$ cat src/rtl/coco_pkg.sv
// Shared types and sizes for the joystick successive-approximation scanner.
package coco_pkg;
  typedef enum logic [1:0] {
    IDLE  = 2'd0,
    LOAD  = 2'd1,
    WAIT  = 2'd2,
    STORE = 2'd3
  } state_e;

  localparam int AXIS_W   = 6;
  localparam int NUM_AXES = 4;
endpackage

$ cat src/rtl/joy_sar_scanner.sv
// Time-shares the sound DAC and analogue mux to run 6-bit SAR conversions on
// the four joystick axes whenever CPU sound is off; otherwise passes PIA values through.
module joy_sar_scanner
  import coco_pkg::*;
#(
  parameter int SETTLE      = 2,
  parameter int SCAN_PERIOD = 16384
) (
  input  logic              clk,
  input  logic              reset_n,
  input  logic              enable,
  input  logic              snden,
  input  logic [AXIS_W-1:0] cpu_dac,
  input  logic              cpu_sela,
  input  logic              cpu_selb,
  input  logic              hilo,
  output logic [AXIS_W-1:0] dac_out,
  output logic              sela_out,
  output logic              selb_out,
  output logic [AXIS_W-1:0] axis0,
  output logic [AXIS_W-1:0] axis1,
  output logic [AXIS_W-1:0] axis2,
  output logic [AXIS_W-1:0] axis3,
  output logic              scan_done,
  output logic              busy
);

  localparam int TICK_W = (SCAN_PERIOD > 1) ? $clog2(SCAN_PERIOD) : 1;
  localparam int CNT_W  = $clog2(SETTLE + 1);

  state_e              state_q;
  logic                own_q;
  logic [AXIS_W-1:0]   dac_q;
  logic [1:0]          sel_q;
  logic [AXIS_W-1:0]   axis_q [NUM_AXES];
  logic                done_q;
  logic [TICK_W-1:0]   tick_q, tick_d;
  logic                pending_q;
  logic [AXIS_W-1:0]   sar_q;
  logic [2:0]          bit_q;
  logic [1:0]          ax_q;
  logic [CNT_W-1:0]    cnt_q;

  logic abort, start, wrap;

  assign abort  = snden | ~enable;
  assign start  = (state_q == IDLE) && pending_q && !abort;
  assign wrap   = (tick_q == TICK_W'(SCAN_PERIOD - 1));
  assign tick_d = wrap ? '0 : tick_q + 1'b1;

  always_ff @(posedge clk or negedge reset_n) begin
    if (!reset_n) begin
      state_q   <= IDLE;
      own_q     <= 1'b0;
      dac_q     <= '0;
      sel_q     <= '0;
      axis_q    <= '{default: '0};
      done_q    <= 1'b0;
      tick_q    <= '0;
      pending_q <= 1'b0;
      sar_q     <= '0;
      bit_q     <= '0;
      ax_q      <= '0;
      cnt_q     <= '0;
    end else begin
      done_q <= 1'b0;
      tick_q <= tick_d;
      // A wrap coinciding with a scan start still leaves one scan queued.
      if (start) pending_q <= 1'b0;
      if (wrap)  pending_q <= 1'b1;
      if (!own_q) begin
        dac_q <= cpu_dac;
        sel_q <= {cpu_selb, cpu_sela};
      end
      if (state_q == IDLE) begin
        if (start) begin
          state_q <= LOAD;
          own_q   <= 1'b1;
          ax_q    <= '0;
          bit_q   <= 3'd5;
          sar_q   <= '0;
        end
      end else if (abort) begin
        // Abort beats any store in flight: the current axis keeps its old value.
        state_q <= IDLE;
        own_q   <= 1'b0;
      end else begin
        case (state_q)
          LOAD: begin
            dac_q   <= sar_q | (AXIS_W'(1) << bit_q);
            sel_q   <= ax_q;
            cnt_q   <= '0;
            state_q <= WAIT;
          end
          WAIT: begin
            cnt_q <= cnt_q + 1'b1;
            if (cnt_q == CNT_W'(SETTLE - 1)) begin
              if (hilo) sar_q[bit_q] <= 1'b1;
              if (bit_q == 3'd0) begin
                state_q <= STORE;
              end else begin
                bit_q   <= bit_q - 1'b1;
                state_q <= LOAD;
              end
            end
          end
          STORE: begin
            axis_q[ax_q] <= sar_q;
            if (ax_q == 2'd3) begin
              done_q  <= 1'b1;
              own_q   <= 1'b0;
              state_q <= IDLE;
            end else begin
              ax_q    <= ax_q + 1'b1;
              bit_q   <= 3'd5;
              sar_q   <= '0;
              state_q <= LOAD;
            end
          end
          default: state_q <= IDLE;
        endcase
      end
    end
  end

  assign dac_out   = dac_q;
  assign sela_out  = sel_q[0];
  assign selb_out  = sel_q[1];
  assign axis0     = axis_q[0];
  assign axis1     = axis_q[1];
  assign axis2     = axis_q[2];
  assign axis3     = axis_q[3];
  assign scan_done = done_q;
  assign busy      = own_q;

endmodule

$ cat config.mk
export PLATFORM = sky130hd
export DESIGN_NAME = joy_sar_scanner
export DESIGN_NICKNAME = d
export VERILOG_FILES = /design/src/rtl/coco_pkg.sv /design/src/rtl/joy_sar_scanner.sv
export SDC_FILE = /design/constraint.sdc
export NUM_CORES = 1
export LEC_CHECK = 0
export CAP_MARGIN = 20
export CORE_MARGIN = 2
export CORE_UTILIZATION = 55
export DETAILED_ROUTE_END_ITERATION = 8
export GPL_ROUTABILITY_DRIVEN = 0
export PLACE_DENSITY = 0.81
export SLEW_MARGIN = 20
export SYNTH_ARGS = -nofsm -noshare
export SYNTH_HDL_FRONTEND = slang
export SYNTH_SLANG_ARGS = --single-unit
$ cat constraint.sdc
create_clock -name clk -period 3.69 [get_ports clk]
set_input_delay 0.5535 -clock clk [delete_from_list [all_inputs] [get_ports clk]]
set_output_delay 0.5535 -clock clk [all_outputs]
set_load 0.005 [all_outputs]
==> metrics.md <==
| Metric | Value |
|---|---|
| Worst IR Drop VDD | `0.252 mV` |
| Nets | `approximately 360` |
| Path category of the worst min-delay check | `input pin to async pin` |
| Flip-flop cell with the highest count after synthesis | `sky130_fd_sc_hd__dfrtp_1` |
| Final wirelength | `6070 µm` |
| Combinational group share of total power | `3.1%` |
| Register bit count reported by yosys | `64` |
| Buffer cell driving the clock tree root | `sky130_fd_sc_hd__clkbuf_8` |
| Static leakage | `1.79 nW` |
| Buffer depth of the longest clock path | `2` |
| Maximum capacitance violations | `0` |
| Largest delay share family, worst path | `compound AO/OA/AOI/OAI gates` |
| Setup violations, final | `0` |
| Top fanout value on the critical path | `11` |
| Area of the core region | `5510 µm²` |
| Bufs and invs on worst path | `2` |
| Clock power share | `49.6%` |
| Total via count after detailed routing | `2224` |
| P_int | `between 1 and 1.5 mW` |
| Critical path start-end classification | `flip-flop to flip-flop` |
| Post-synthesis cell area | `~3200 µm²` |
| Violation count after the first detailed-route iteration | `171` |
| Post-synthesis net count | `310` |
| Yosys warnings | `0` |
| Antenna violation net count after detailed routing | `0` |
| Vertical die dimension | `between 70 and 80 µm` |
| Pin count of the biggest net entering global routing | `34` |
| Top Ports | `47` |
| Total power after layout | `1.49 mW` |
| Number of buffers added by the clock tree synthesis step | `9` |
| Worst Path Required | `3.90 ns` |
| Fraction of layout instances using a drive strength above 1 | `16.0%` |
| Diode count | `0` |
| Largest incremental delay on the critical path | `0.49 ns` |
| List of cells traversed by the critical path | `inv_1, ha_1, inv_2, a311oi_4, nand3_2, mux2_1` |
| Setup Skew | `0.00912 ns` |
| Area taken by multi-input logic gates | `between 1000 and 1500 µm²` |
| PortBufs | `46` |
| Post-synth EDFFs | `0` |
| Combined global-route utilization of all metal layers | `between 20% and 30%` |
| Sequential Area | `~1600 µm²` |
| Post-route DRC | `0` |
| Starting density of the core | `a little under three fifths` |
| Die span in x | `79.7 µm` |
| Post-CTS Setup Inserts | `0` |
| Final hold violation count | `0` |
| Share of the clock period used by the worst path after layout | `64.1%` |
| Congestion Overflow GR | `0` |
| Overall die area | `6350 µm²` |
| H-tree depth | `3` |
| Clock sink count | `64` |
| DR pass1 iterations | `4` |
| Most frequent cells in the layout | `sky130_fd_sc_hd__dfrtp_1 (64), sky130_fd_sc_hd__clkdlybuf4s50_1 (45), sky130_fd_sc_hd__nor2_1 (26)` |
| Hold buffer count at CTS | `0` |
| Total negative slack for setup checks | `0 ns` |
| Most common library cell in the layout ignoring fill and taps | `sky130_fd_sc_hd__dfrtp_1` |
| Launching element type of the critical path | `flip-flop` |
| Shortest clock period the worst path allows after layout | `2.36 ns` |
| Net load switching power | `0.295 mW` |
| Clk slew on worst S/H paths | `0.07 ns` |
| Synthesis-to-layout area growth | `24.2%` |
| Worst endpoint data arrival time | `2.58 ns` |
| Max stage delay cell, worst path | `sky130_fd_sc_hd__a311oi_4` |
| Via count of the first global-routing pass | `2181` |
| Sequential share of power | `47.3%` |
| Power per Cell Area | `382 nW/µm²` |
| Share of synthesized area occupied by flip-flops and latches | `50.8%` |
| Fmax | `423 MHz` |
| RSZ-0062 raised after global routing | `false` |
| Via density per instance | `5.52` |
| Number of cell rows | `27` |
| Global-route wire length before repair | `~10000 µm` |
| Number of different library cells in the post-synthesis netlist | `48` |
| Latest clock arrival within the worst-skew pair | `0.33 ns` |
| Routed wire per std cell | `15.1 µm` |
| FILL cells | `approximately 380` |
| Count of final max-slew check failures | `0` |
| Syn Inst Count | `277` |
| Outcome | `finished clean` |
| Kind of end point of the critical path | `flip-flop` |
| Relative slew slack | `51.8%` |
| Switching fraction of total power | `19.8%` |
| Synthesized area per cell | `11.4 µm²` |
| Total half-perimeter wirelength after legalization and detailed placement | `4350 µm` |
| Ys async rst share | `100%` |
| Clock tree from TritonCTS | `yes` |
| Slew at the pin with the worst max-slew slack | `0.723 ns` |
| Antenna violations before repair | `0` |
| Cells resized by post-CTS repair | `0` |
==> worst paths after layout <==
| kind | from | to | slack [ns] | depth (start not counted) |
|---|---|---|---|---|
| setup / recovery | state_q[1] | bit_q[1] | 1.33 | 6 |
| hold / removal | reset_n | busy | 0.27 | 1 |
| setup reg to reg | state_q[1] | bit_q[1] | 1.33 | 6 |
| hold reg to reg | tick_q[12] | tick_q[12] | 0.48 | 1 |
| max in group asynchronous | reset_n | sar_q[2] | 2.54 | 2 |
| min in group clk | tick_q[12] | tick_q[12] | 0.48 | 1 |
==> state kept, by name, indices dropped and copies added, names as in the netlist <==
signal and count:
axis0 6, axis2 6, axis1 6, ax_q 2, dac_out 6, bit_q 3
pending_q 1, axis3 6, busy 1, cnt_q 2, scan_done 1, tick_q 14
sar_q 6, state_q 2, sel_q 2
==> cell usage after synthesis, types with 3 or more instances <==
master	n	area (µm²)
sky130_fd_sc_hd__a21oi_1	10	50.1
sky130_fd_sc_hd__a31oi_1	7	43.8
sky130_fd_sc_hd__a41oi_1	4	35.0
sky130_fd_sc_hd__clkbuf_1	5	18.8
sky130_fd_sc_hd__dfrtp_1	64	1600
sky130_fd_sc_hd__ha_1	20	250
sky130_fd_sc_hd__inv_1	10	37.5
sky130_fd_sc_hd__mux2_2	24	270
sky130_fd_sc_hd__mux2i_1	8	80.1
sky130_fd_sc_hd__nand2_1	12	45.0
sky130_fd_sc_hd__nand2b_1	3	18.8
sky130_fd_sc_hd__nand3_1	12	60.1
sky130_fd_sc_hd__nand4_1	3	18.8
sky130_fd_sc_hd__nor2_1	26	97.6
sky130_fd_sc_hd__nor2b_1	7	43.8
sky130_fd_sc_hd__nor3_1	9	45.0
sky130_fd_sc_hd__o21ai_0	6	30.0
sky130_fd_sc_hd__xnor2_1	4	35.0
sky130_fd_sc_hd__xor2_1	7	61.3
==> stage by stage <==
step                      worst slack (ns)  utilization, %  hold WS [ns]  cells  cell area, µm²
after global routing                  1.21            71.1         0.335    403            3920
final                                 1.33            71.1         0.273    403            3920
after global placement                1.30            66.5         0.459    387            3660
after detailed placement              1.17            66.5         0.464    387            3660
after CTS                             1.38            71.1         0.292    403            3920
after floorplan                       1.78               -         0.258    277            3150
==> per-layer routing <==
| metal | track usage [%] | up-vias | part of all wire, % |
|---|---|---|---|
| li1 | - | 1081 | - |
| met1 | 28.1 | 1061 | 46 |
| met2 | 31.9 | 67 | 47 |
| met3 | 4.64 | 15 | 5.3 |
| met4 | 8.97 | 0 | 2.0 |
| met5 | 0 | - | 0 |
==> power groups by stage <==
stage	clock, mW	combinational, mW	sequential, mW
after floorplan	0	0.00845	0.722
final	0.741	0.0457	0.708
after CTS	0.756	0.0469	0.708
after global routing	0.793	0.0517	0.708
after global placement	0	0.0458	0.721
after detailed placement	0	0.0466	0.721
==> cells by family (layout without fill, tap and decap cells) <==
logic type / Yosys count / in the layout / share of synthesized area [%]
AO/OA/AOI/OAI: 41 / 41 / 9.25
XOR/XNOR: 11 / 11 / 3.06
adder cells (fa/ha/maj): 20 / 20 / 7.94
buffers and inverters: 20 / 74 / 2.70
flip-flops: 64 / 64 / 50.8
multiplexers: 34 / 34 / 11.8
AND/OR/NAND/NOR: 87 / 87 / 14.4
==> cell type report <==
class	instances	area share [%]
sequential	64	40.9
clock buffer	10	3.52
timing repair buffer	47	11.8
clock inverter	6	2.94
tap	72	2.30
multi-input combinational	193	37.5
inverter	11	1.05
Note: power is estimated with default switching activity, not from simulation.
